### src/rtl/serial_paralelo_if.sv
// Link-side signal bundle of the serial receiver: serial bit in, recovered word,
// word strobe and lock indication out.
interface serial_paralelo_if;
    logic       serial;
    logic [8:0] paralelo_out;
    logic       word_strobe;
    logic       active;

    // master drives the wire and observes the recovered words; slave is the receiver
    modport master (
        output serial,
        input  paralelo_out,
        input  word_strobe,
        input  active
    );

    modport slave (
        input  serial,
        output paralelo_out,
        output word_strobe,
        output active
    );
endinterface

### src/rtl/serial_paralelo.sv
// Serial-to-parallel receiver: hunts for the comma symbol, locks after BC_LOCK
// consecutive aligned commas and then emits one 9-bit word every 8 bits.
module serial_paralelo #(
    parameter logic [7:0]  COMMA   = 8'hBC,
    parameter int unsigned BC_LOCK = 4
) (
    input  logic               clk8f,
    input  logic               reset,
    serial_paralelo_if.slave   link
);

    typedef enum logic [1:0] {
        SEARCH   = 2'd0,
        ALIGNING = 2'd1,
        ACTIVE   = 2'd2
    } state_t;

    localparam logic [3:0] LOCK_CNT = 4'(BC_LOCK);

    state_t     state_q;
    logic [7:0] sr_q;
    logic [2:0] bit_cnt_q;
    logic [3:0] bc_cnt_q;
    logic [8:0] paralelo_q;
    logic       strobe_q;
    logic       active_q;

    logic [7:0] nxt_d;
    logic [7:0] bit_match;
    logic       comma_hit;
    logic       word_done;
    logic [3:0] bc_cnt_d;
    logic [2:0] bit_cnt_d;

    // Byte that ends with the bit being sampled on this edge.
    assign nxt_d = {sr_q[6:0], link.serial};

    genvar gi;
    generate
        for (gi = 0; gi < 8; gi++) begin : g_match
            assign bit_match[gi] = (nxt_d[gi] == COMMA[gi]);
        end
    endgenerate

    assign comma_hit = &bit_match;
    assign word_done = (bit_cnt_q == 3'd7);
    assign bc_cnt_d  = bc_cnt_q + 4'd1;
    assign bit_cnt_d = bit_cnt_q + 3'd1;

    always_ff @(posedge clk8f) begin
        if (reset) begin
            state_q    <= SEARCH;
            sr_q       <= 8'h00;
            bit_cnt_q  <= 3'd0;
            bc_cnt_q   <= 4'd0;
            paralelo_q <= 9'h000;
            strobe_q   <= 1'b0;
            active_q   <= 1'b0;
        end else begin
            sr_q     <= nxt_d;
            strobe_q <= 1'b0;
            case (state_q)
                SEARCH: begin
                    // Bit-sliding hunt: any position may start the byte framing.
                    bit_cnt_q <= 3'd0;
                    if (comma_hit) begin
                        bc_cnt_q <= 4'd1;
                        if (LOCK_CNT == 4'd1) begin
                            state_q  <= ACTIVE;
                            active_q <= 1'b1;
                        end else begin
                            state_q <= ALIGNING;
                        end
                    end
                end
                ALIGNING: begin
                    bit_cnt_q <= bit_cnt_d;
                    if (word_done) begin
                        if (comma_hit) begin
                            bc_cnt_q <= bc_cnt_d;
                            if (bc_cnt_d == LOCK_CNT) begin
                                state_q  <= ACTIVE;
                                active_q <= 1'b1;
                            end
                        end else begin
                            state_q   <= SEARCH;
                            bc_cnt_q  <= 4'd0;
                            bit_cnt_q <= 3'd0;
                        end
                    end
                end
                ACTIVE: begin
                    bit_cnt_q <= bit_cnt_d;
                    if (word_done) begin
                        strobe_q <= 1'b1;
                        // A payload byte equal to the comma cannot be told apart from idle.
                        if (comma_hit) begin
                            paralelo_q <= {1'b0, COMMA};
                        end else begin
                            paralelo_q <= {1'b1, nxt_d};
                        end
                    end
                end
                default: begin
                    state_q <= SEARCH;
                end
            endcase
        end
    end

    assign link.paralelo_out = paralelo_q;
    assign link.word_strobe  = strobe_q;
    assign link.active       = active_q;

endmodule

### src/flat_wrapper.sv
// flat-port wrapper written by rule: the top's interface ports become plain ports
module serial_paralelo_flat 
#(
    parameter logic [7:0]  COMMA   = 8'hBC,
    parameter int unsigned BC_LOCK = 4
)
  (clk8f, reset, link_serial, link_paralelo_out, link_word_strobe, link_active);
  serial_paralelo_if link_i ();
  input  logic clk8f;
  input  logic reset;
  input wire logic [$bits(link_i.serial)-1:0] link_serial;
  output wire logic [$bits(link_i.paralelo_out)-1:0] link_paralelo_out;
  output wire logic [$bits(link_i.word_strobe)-1:0] link_word_strobe;
  output wire logic [$bits(link_i.active)-1:0] link_active;
  assign link_i.serial = link_serial;
  assign link_paralelo_out = link_i.paralelo_out;
  assign link_word_strobe = link_i.word_strobe;
  assign link_active = link_i.active;
  serial_paralelo #(.COMMA(COMMA), .BC_LOCK(BC_LOCK)) u_core (.clk8f(clk8f), .reset(reset), .link(link_i));
endmodule
### config.mk
export PLATFORM = sky130hd
export DESIGN_NAME = serial_paralelo_flat
export DESIGN_NICKNAME = d
export VERILOG_FILES = /design/src/rtl/serial_paralelo_if.sv /design/src/rtl/serial_paralelo.sv /design/src/flat_wrapper.sv
export SDC_FILE = /design/constraint.sdc
export NUM_CORES = 1
export LEC_CHECK = 0
export BUFFER_PORTS_ARGS = -buffer_cell sky130_fd_sc_hd__buf_2
export CORE_MARGIN = 1
export CORE_UTILIZATION = 51
export CTS_CLUSTER_DIAMETER = 50
export DETAILED_ROUTE_END_ITERATION = 8
export GPL_TIMING_DRIVEN = 0
export PLACE_DENSITY = 0.76
export SLEW_MARGIN = 40
export SYNTH_ARGS = -nofsm -noshare
export SYNTH_HDL_FRONTEND = slang
export SYNTH_SLANG_ARGS = --single-unit
### constraint.sdc
create_clock -name clk8f -period 1.9 [get_ports clk8f]
set_input_delay 0.19 -clock clk8f [delete_from_list [all_inputs] [get_ports clk8f]]
set_output_delay 0.19 -clock clk8f [all_outputs]
set_load 0.05 [all_outputs]
==> results.ini, run 1 <==
[power]
p_total_uw = 853.1
power_frac_seq_pct = 67.0
p_sw_share_pct = 23.06
clockPowerShare_pct = 30.9
internal_power_uw = 656.4
p_sw_uw = 196.8
vdd_ir_drop_max_mv = 0.5036
combPwrFrac_pct = 2.0
p_leak_nw = 0.5179
power.density_nw_per_um2 = 644.5

[global_routing]
grt_max_degree = 17
grt-ovfl-total = 0
grt.total_usage_pct = 22.48
grt_pass1_wl_mm = 4.160
grt_pass1_vias = 957
antenna_found_initial = 0

[timing]
fin_crit_sh_pct = 88.59
finalHoldViolCount = 0
rsz0062_at_grt = false
setup_ws_ps = 216.8
worst_slew_pin_slew_ps = 570.8
setup_viol = 0
skew_ps = 2.641
fin_crit_ps = 1683
slew_headroom_pct = 61.62
setup-tns-final_ps = 0
fmax_mhz = 594.1
maxSlewViolCount = 0

[die]
start_util_pct = 53.96
dieArea_sq_um = 2538
rows = 17
die_w_microns = 50.38
num_io_pins = 14
die_h_microns = 50.38
core-area_sq_um = 2212

[critical_path]
crit_cells = 5
crit_end = u_core.state_q[0]$_SDFFE_PP0P_
endpoint_kind = flip-flop
crit_arrival_ps = 1930
worstSetupPathType = reg2reg
crit_slowest_cell = o31ai_1
crit_start = u_core.bc_cnt_q[0]$_SDFFE_PP0P_
crit_required_ps = 2150
timing.rr.start = u_core.bc_cnt_q[0]$_SDFFE_PP0P_
path_buf_inv = 0
reg2regPathDepth = 5
path_cells = ha_1 -> nand3b_1 -> o31ai_1 -> o311ai_2 -> mux2i_1
path_max_fanout = 7
rrSetupSlack_ps = 220
worst_setup_path_start_kind = flip-flop
r2r-end = u_core.state_q[0]$_SDFFE_PP0P_
crit_family = compound AO/OA/AOI/OAI gates
max_stage_delay_ps = 490

[yosys]
yosysMostFrequentCell = dfxtp_1
ys_seq_area_share_pct = 45.28
synth_xor_area_share_pct = 0
synth-simple-area-share_pct = 26.52
synthFlopType = dfxtp_1
netlist_instances = 132
synth_top_family_by_area = simple AND/OR/NAND/NOR gates
yosys-top-cells-area = dfxtp_1 (45%), ha_1 (8.4%), nand2_1 (6.6%), a21oi_1 (6.3%), nor2b_1 (4.7%)
synth_enable_flop_cells = 0
synthMuxAreaShare_pct = 0.8386
synthArstFlopShare_pct = 0
synth_top_area_cell = dfxtp_1
postSynthAreaPerCell_sq_um = 9.043
yosysUniqueCellTypes = 31
ys_warn_count = 0
synth_compound_gate_area_share_pct = 15.72
netlist.area_leader.share_pct = 45.28
synth_common_cells = dfxtp_1 (27), nand2_1 (21), a21oi_1 (15)
syn_nets = 143
netlist_area_sq_um = 1194
ys_ff_latch = 27
synth_fa_ha_area_share_pct = 8.386

[clock_tree]
clk_pin_slew_ps = 150
postCtsSetupRepairBufs = 0
cts_hold_buffers = 0
cts_tree = done
cts_buffers = 3
htree_num_levels = 1
cts_buffer_depth = 2
insertion_delay_ps = 340
clock-sinks = 27
cts_root_buf = clkbuf_4

[hold_path]
holdCritPathClass = in2reg

[cells_and_area]
area_growth_pct = 10.90
post-route-util_pct = 59.84
layout.nets = 160
design_area_sq_um = 1324
layout-drive-gt1-share_pct = 14.19
antennaDiodeCount = 0

[placement]
pre_cts_ws_ps = 271.2
gp_congestion = 0.8154
hpwl_mm = 1.687
numPortBuffers = 12
placed_area_sq_um = 1289

[drt]
final_antenna_net_count = 0
drt_wl_total_mm = 2.361
dr.pass1.iters = 4
vias = 980
wl_per_cell_microns = 13.41
drt_iter0_markers = 14
drc = 0
vias_per_cell = 5.568

[job]
drv_cap = 0

[run_status]
status = complete, no violations

-- worst min-delay path, stage by stage --
cell and delay, ps:
buf_2 110, nand2_1 50, a21oi_1 50
-- area by class of cell --
class / count / area (sq um)
Sequential cell: 27 / 540.5
Fill cell: 212 / 888.4
Buffer: 5 / 20.02
Multi-Input combinational cell: 95 / 619.3
Inverter: 5 / 18.77
Timing Repair Buffer: 12 / 60.06
Clock inverter: 1 / 7.507
Clock buffer: 3 / 22.52
Tap cell: 28 / 35.03
-- through the flow --
step / hold WS [ps] / cells
final: 88.71 / 176
after global routing: 99.10 / 176
after CTS: 87.95 / 176
after global placement: 431.4 / 172
after detailed placement: 443.0 / 172
after floorplan: 318.2 / 132
-- registers in the layout, summed over array words and instances, names as in the netlist --
signal,count
u_core.link.active,1
u_core.sr_q,7
u_core.state_q,2
u_core.bit_cnt_q,3
u_core.link.word_strobe,1
u_core.link.paralelo_out,9
u_core.bc_cnt_q,4
-- what timing repair did --
item | CTS | global route
setup endpoints to repair | 0 | 1
gates resized for setup | 0 | 1
endpoints found under the hold margin | 0 | 0
-- layer usage --
metal	GRT usage, %	up-vias	part of all wire, %
met5	0	-	0
met1	28.41	462	46
met4	14.81	0	2.3
met2	35.11	21	48
met3	3.636	5	3.0
li1	-	492	-
-- how the worst min path moves through the flow --
stage	startpoint	to	slack, ps	cells after the start
after CTS	link_serial	u_core.link.paralelo_out[0]$_SDFFE_PP0P_	90	3
final	link_serial	u_core.link.paralelo_out[0]$_SDFFE_PP0P_	90	3
after detailed placement	u_core.link.paralelo_out[7]$_SDFFE_PP0P_	u_core.link.paralelo_out[7]$_SDFFE_PP0P_	440	2
after global routing	link_serial	u_core.link.paralelo_out[0]$_SDFFE_PP0P_	100	3
after global placement	link_serial	u_core.sr_q[0]$_SDFF_PP0_	430	2
after floorplan	link_serial	u_core.sr_q[0]$_SDFF_PP0_	320	1
-- cells by family after synthesis --
logic type	count (synthesis)
mux	1
buf+inv	10
flops	27
fa+ha+maj	8
simple gates	57
compound gates	29
-- layout by cell type, fill, tap and decap left out --
cell type / count
a21boi_0: 1
a21oi_1: 15
a31oi_1: 1
and2_1: 1
and3_1: 1
and3b_1: 1
buf_2: 13
clkbuf_1: 4
clkbuf_4: 3
clkinvlp_4: 1
dfxtp_1: 27
ha_1: 8
inv_1: 5
mux2i_1: 1
nand2_1: 21
nand2b_1: 2
nand3b_1: 3
nand4b_2: 1
nand4bb_1: 2
nor2_1: 5
nor2b_1: 9
nor3_1: 4
nor3_2: 1
nor4_1: 4
nor4_2: 1
o211ai_1: 1
o21a_1: 1
o21ai_0: 2
o21ba_1: 1
o21bai_1: 1
o311ai_0: 2
o311ai_2: 1
o31ai_1: 3
or2_1: 1
-- power by group through the flow --
stage | Sequential, mW | Combinational (mW) | Clock (mW)
2_1_floorplan | 0.584 | 0.0117 | 0
3_5_place_dp | 0.584 | 0.0173 | 0
6_report | 0.572 | 0.0172 | 0.264
3_3_place_gp | 0.584 | 0.0169 | 0
4_1_cts | 0.572 | 0.0173 | 0.267
5_1_grt | 0.573 | 0.0198 | 0.284
No activity file was read; power rests on OpenSTA's default activity.
==> run 2: changes to the inputs <==
- ABC_CLOCK_PERIOD_IN_PS: default -> 1900
- REMOVE_ABC_BUFFERS: default -> 1
==> run 2 against run 1 <==
Cell area down 1.5%. Fmax shrank 1.3%. Clock power is 6% lower. Sequential share of layout area is 0.63 points higher. Hold slack lost 3.9 ps. Worst setup slack got worse by 22 ps. Final cell count down 2.3%. Sequential power is essentially flat. Critical path type unchanged. First-iteration DRC count is 14% lower.
==> results.ini, run 2 (synthesis results as in run 1) <==
[run_status]
status = complete, no violations

[power]
clockPowerShare_pct = 29.7  ; -1.2 points
p_sw_share_pct = 21.58  ; -1.5 points
combPwrFrac_pct = 1.8  ; -0.2 points
p_total_uw = 835.4  ; -2.1%
power_frac_seq_pct = 68.5  ; +1.5 points
p_sw_uw = 180.3  ; -8.4%
vdd_ir_drop_max_mv = 0.5700  ; +13%
power.density_nw_per_um2 = 640.8  ; -0.57%
internal_power_uw = 655.2  ; -0.18%
p_leak_nw = 0.5148  ; -0.60%

[placement]
placed_area_sq_um = 1274  ; -1.2%
dpl.cell_count = 168  ; -2.3%
hpwl_mm = 1.520  ; -9.9%
pre_cts_ws_ps = 216.5  ; -54.74 ps
gp_congestion = 0.8331  ; +2.2%
numPortBuffers = 13  ; +1

[timing]
maxSlewViolCount = 0  ; unchanged
fin_crit_sh_pct = 89.75  ; +1.2 points
worst_slew_pin_slew_ps = 569.2  ; -1.536 ps
hold_ws_ps = 84.81  ; -3.902 ps
setup_ws_ps = 194.8  ; -21.96 ps
finalHoldViolCount = 0  ; unchanged
setup_viol = 0  ; unchanged
fmax_mhz = 586.4  ; -1.3%
skew_ps = 8.465  ; +5.824 ps
rsz0062_at_grt = false
fin_crit_ps = 1705  ; +21.96 ps
slew_headroom_pct = 61.73  ; +0.10 points
setup-tns-final_ps = 0  ; unchanged

[clock_tree]
clock-sinks = 27  ; unchanged
cts_buffer_depth = 2  ; unchanged
cts_buffers = 3  ; unchanged
cts_hold_buffers = 0  ; unchanged
cts_root_buf = clkbuf_4
clk_pin_slew_ps = 150  ; about the same
cts_tree = done
insertion_delay_ps = 320  ; -20 ps
cts_resized = 0  ; unchanged
postCtsSetupRepairBufs = 0  ; unchanged
htree_num_levels = 1  ; unchanged

[critical_path]
reg2regPathDepth = 5  ; unchanged
crit_start = u_core.bc_cnt_q[0]$_SDFFE_PP0P_
endpoint_kind = flip-flop
worst_setup_path_start_kind = flip-flop
crit_end = u_core.state_q[0]$_SDFFE_PP0P_
crit_arrival_ps = 1920  ; about the same
worstSetupPathType = reg2reg
path_max_fanout = 7  ; unchanged
rrSetupSlack_ps = 190  ; -20 ps
r2r-end = u_core.state_q[0]$_SDFFE_PP0P_
timing.rr.start = u_core.bc_cnt_q[0]$_SDFFE_PP0P_
crit_required_ps = 2110  ; -40 ps

[global_routing]
grt.total_usage_pct = 18.29  ; -4.2 points
grt-ovfl-total = 0  ; unchanged
grt_pass1_vias = 831  ; -13%
grt_max_degree = 29  ; +12
grt_pass1_wl_mm = 3.519  ; -15%
antenna_found_initial = 0  ; unchanged

[cells_and_area]
post-route-util_pct = 58.94  ; -0.90 points
area_growth_pct = 9.224
layoutNonFillerInstCount = 172  ; -2.3%
layout.nets = 156  ; -2.5%
final_cell_mix = dfxtp_1 (27), nand2_1 (21), a21oi_1 (15)
layout-drive-gt1-share_pct = 13.89  ; -0.30 points
final_common_cell = dfxtp_1
largest_register_ffs = 9  ; unchanged
antennaDiodeCount = 0  ; unchanged
design_area_sq_um = 1304  ; -1.5%

[drt]
drc = 0  ; unchanged
dr.pass1.iters = 4  ; unchanged
vias_per_cell = 5.355  ; -3.8%
vias = 921  ; -6.0%
drt_iter0_markers = 12  ; -2
wl_per_cell_microns = 12.22  ; -8.9%
drt_wl_total_mm = 2.101  ; -11%
final_antenna_net_count = 0  ; unchanged

[die]
core-area_sq_um = 2212  ; unchanged
die_h_microns = 50.38  ; unchanged
start_util_pct = 53.96  ; unchanged
dieArea_sq_um = 2538  ; unchanged
die_w_microns = 50.38  ; unchanged
num_io_pins = 14  ; unchanged
rows = 17  ; unchanged

[job]
drv_cap = 0  ; unchanged

[hold_path]
hold_depth = 2  ; -1
holdCritPathClass = in2reg

## run 2: area by class of cell
cell class                 count  area, sq um
inverter                       5        18.77
tap                           28        35.03
clock buffer                   3        22.52
timing repair buffer          13        65.06
clock inverter                 1        7.507
sequential                    27        540.5
fill                         213        908.4
multi-input combinational     95        614.3
## run 2: per-layer routing
metal / GRT usage (%) / up-vias / part of all wire [%]
met4: 5.556 / 0 / 0.81
met3: 5.455 / 2 / 3.3
met1: 22.03 / 420 / 49
li1: - / 486 / -
met2: 31.11 / 13 / 47
met5: 0 / - / 0
## run 2: worst min path at each step
| stage | start | slack (ps) | endpoint |
|---|---|---|---|
| 3_3_place_gp | link_serial | 430 | u_core.sr_q[0]$_SDFF_PP0_ |
| 6_report | link_serial | 80 | u_core.sr_q[0]$_SDFF_PP0_ |
| 5_1_grt | link_serial | 100 | u_core.sr_q[0]$_SDFF_PP0_ |
| 4_1_cts | link_serial | 80 | u_core.sr_q[0]$_SDFF_PP0_ |
| 2_1_floorplan | reset | 260 | u_core.bc_cnt_q[1]$_SDFFE_PP0P_ |
| 3_5_place_dp | link_serial | 430 | u_core.sr_q[0]$_SDFF_PP0_ |
## run 2: critical path: stages (launching register included)
cell	delay [ps]
dfxtp_1	390
ha_1	260
nand3b_1	170
o31ai_1	490
o311ai_2	150
mux2i_1	150
## run 2: power groups by stage
stage,clock [mW],sequential [mW],combinational [mW]
2_1_floorplan,0,0.584,0.00440
3_3_place_gp,0,0.584,0.0149
3_5_place_dp,0,0.584,0.0150
4_1_cts,0.256,0.572,0.0152
5_1_grt,0.273,0.573,0.0171
6_report,0.248,0.572,0.0152
==> run 3: changes to the inputs <==
--- a/config.mk
+++ b/config.mk
@@ -7,11 +7,11 @@
 export LEC_CHECK = 0
 export ABC_CLOCK_PERIOD_IN_PS = 1900
-export BUFFER_PORTS_ARGS = -buffer_cell sky130_fd_sc_hd__buf_2
 export CORE_MARGIN = 1
 export CORE_UTILIZATION = 51
 export CTS_CLUSTER_DIAMETER = 50
 export DETAILED_ROUTE_END_ITERATION = 8
+export DONT_BUFFER_PORTS = 1
 export GPL_TIMING_DRIVEN = 0
-export PLACE_DENSITY = 0.76
+export PLACE_DENSITY = 0.71
 export REMOVE_ABC_BUFFERS = 1
 export SLEW_MARGIN = 40
==> constraint.sdc (replaced) <==
create_clock -name clk8f -period 1.9 [get_ports clk8f]
set_input_delay 0.095 -clock clk8f [delete_from_list [all_inputs] [get_ports clk8f]]
set_output_delay 0.095 -clock clk8f [all_outputs]
set_load 0.05 [all_outputs]
==> run 3 against run 2 <==
Sequential share of layout area is 1.7 points higher. Clock power is 2% lower. Die area stayed put. Largest power group unchanged. Global-route usage is 1.3 points higher. Critical path depth stayed put. Routed wire length is 1.8% lower. Final cell count is 6.4% lower. Hold slack better by 120 ps.
==> results.ini, run 3 (synthesis results as in run 1) <==
[run_status]
status = complete, no violations

[timing]
slew_headroom_pct = 61.36  ; -0.37 points
maxSlewViolCount = 0  ; unchanged
fin_crit_ps = 1693  ; -12.01 ps
rsz0062_at_grt = false
worst_slew_pin_slew_ps = 574.7  ; +5.471 ps
fmax_mhz = 590.6  ; +0.71%
fin_crit_sh_pct = 89.11  ; -0.63 points
setup-tns-final_ps = 0  ; unchanged
skew_ps = 7.283  ; -1.182 ps
setup_ws_ps = 206.8  ; +12.01 ps
setup_viol = 0  ; unchanged
hold_ws_ps = 203.6  ; +118.7 ps
finalHoldViolCount = 0  ; unchanged

[clock_tree]
clk_pin_slew_ps = 140  ; about the same
htree_num_levels = 1  ; unchanged
insertion_delay_ps = 320  ; about the same
cts_buffer_depth = 2  ; unchanged
cts_buffers = 3  ; unchanged
cts_hold_buffers = 2  ; +2
cts_root_buf = clkbuf_4
cts_resized = 0  ; unchanged
cts_tree = done
clock-sinks = 27  ; unchanged
postCtsSetupRepairBufs = 0  ; unchanged

[die]
dieArea_sq_um = 2538  ; unchanged
rows = 17  ; unchanged
num_io_pins = 14  ; unchanged
core-area_sq_um = 2212  ; unchanged
die_w_microns = 50.38  ; unchanged
die_h_microns = 50.38  ; unchanged
start_util_pct = 53.96  ; unchanged

[cells_and_area]
fillers = 218  ; +2.3%
area_growth_pct = 4.822
antennaDiodeCount = 0  ; unchanged
layout.nets = 145  ; -7.1%
final_common_cell = dfxtp_1
design_area_sq_um = 1251  ; -4.0%
largest_register_ffs = 9  ; unchanged
layoutNonFillerInstCount = 161  ; -6.4%
final_cell_mix = dfxtp_1 (27), nand2_1 (21), a21oi_1 (15)
post-route-util_pct = 56.56  ; -2.4 points
layout-drive-gt1-share_pct = 6.015  ; -7.9 points

[critical_path]
crit_required_ps = 2130  ; +20 ps
worst_setup_path_start_kind = flip-flop
worstSetupPathType = reg2reg
crit_arrival_ps = 1920  ; about the same
endpoint_kind = flip-flop
path_max_fanout = 7  ; unchanged

[global_routing]
grt_pass1_vias = 825  ; -0.72%
grt-ovfl-total = 0  ; unchanged
grt.total_usage_pct = 19.63  ; +1.3 points
antenna_found_initial = 0  ; unchanged
grt_max_degree = 29  ; unchanged
grt_pass1_wl_mm = 3.712  ; +5.5%

[power]
p_leak_nw = 0.4572  ; -11%
power.density_nw_per_um2 = 662.4  ; +3.4%
p_total_uw = 828.8  ; -0.79%
vdd_ir_drop_max_mv = 0.6206  ; +8.9%

[drt]
vias = 898  ; -2.5%
wl_per_cell_microns = 12.82  ; +5.0%
final_antenna_net_count = 0  ; unchanged
drt_iter0_markers = 13  ; +1
drc = 0  ; unchanged
vias_per_cell = 5.578  ; +4.2%
drt_wl_total_mm = 2.064  ; -1.8%
dr.pass1.iters = 4  ; unchanged

[placement]
placed_area_sq_um = 1209  ; -5.1%
hpwl_mm = 1.437  ; -5.5%
numPortBuffers = 0  ; -13
dpl.cell_count = 155  ; -7.7%
pre_cts_ws_ps = 237.0  ; +20.46 ps
gp_congestion = 0.7917  ; -5.0%

[job]
drv_cap = 0  ; unchanged

[hold_path]
holdCritPathClass = in2reg

## run 3: cell types whose count changed in the layout (fill, tap and decap cells not counted), sizes merged
cell and change:
buf -12, clkinv +1, clkinvlp -1, dlygate4sd3 +1
## run 3: worst paths after layout
kind              slack [ps]                        startpoint  cells past startpoint                                 end
setup / recovery         210   u_core.bc_cnt_q[0]$_SDFFE_PP0P_                      5      u_core.state_q[0]$_SDFFE_PP0P_
hold / removal           200                             reset                      2  u_core.link.word_strobe$_SDFF_PP0_
setup reg to reg         210   u_core.bc_cnt_q[0]$_SDFFE_PP0P_                      5      u_core.state_q[0]$_SDFFE_PP0P_
hold reg to reg          480  u_core.bit_cnt_q[1]$_SDFFE_PP0P_                      2    u_core.bit_cnt_q[1]$_SDFFE_PP0P_
## run 3: metal layers
layer  wire length [microns]  part of all wire [%]  track usage [%]
met2                     888                    43            30.00
met3                      89                   4.3            6.061
met4                      27                   1.3            6.944
met1                    1059                    51            25.99
met5                       0                     0                0
## run 3: layout make-up
cell class,instances,area [sq um],share of cell area [%]
sequential,27,540.5,43.20
inverter,5,18.77,1.500
tap,28,35.03,2.800
multi-input combinational,95,614.3,49.10
clock buffer,3,22.52,1.800
timing repair buffer,2,15.01,1.200
clock inverter,1,5.005,0.4000
## run 3: report_power, final
part           total, mW  internal [mW]  leakage [nW]  switching [mW]
combinational     0.0156        0.00568         0.222         0.00996
clock              0.242         0.0789        0.0177           0.163
sequential         0.572          0.570         0.218         0.00209
## run 3: critical path: stages (launching register included)
cell and delay (ps):
dfxtp_1 390, ha_1 260, nand3b_1 160, o31ai_1 490, o311ai_2 150, mux2i_1 140
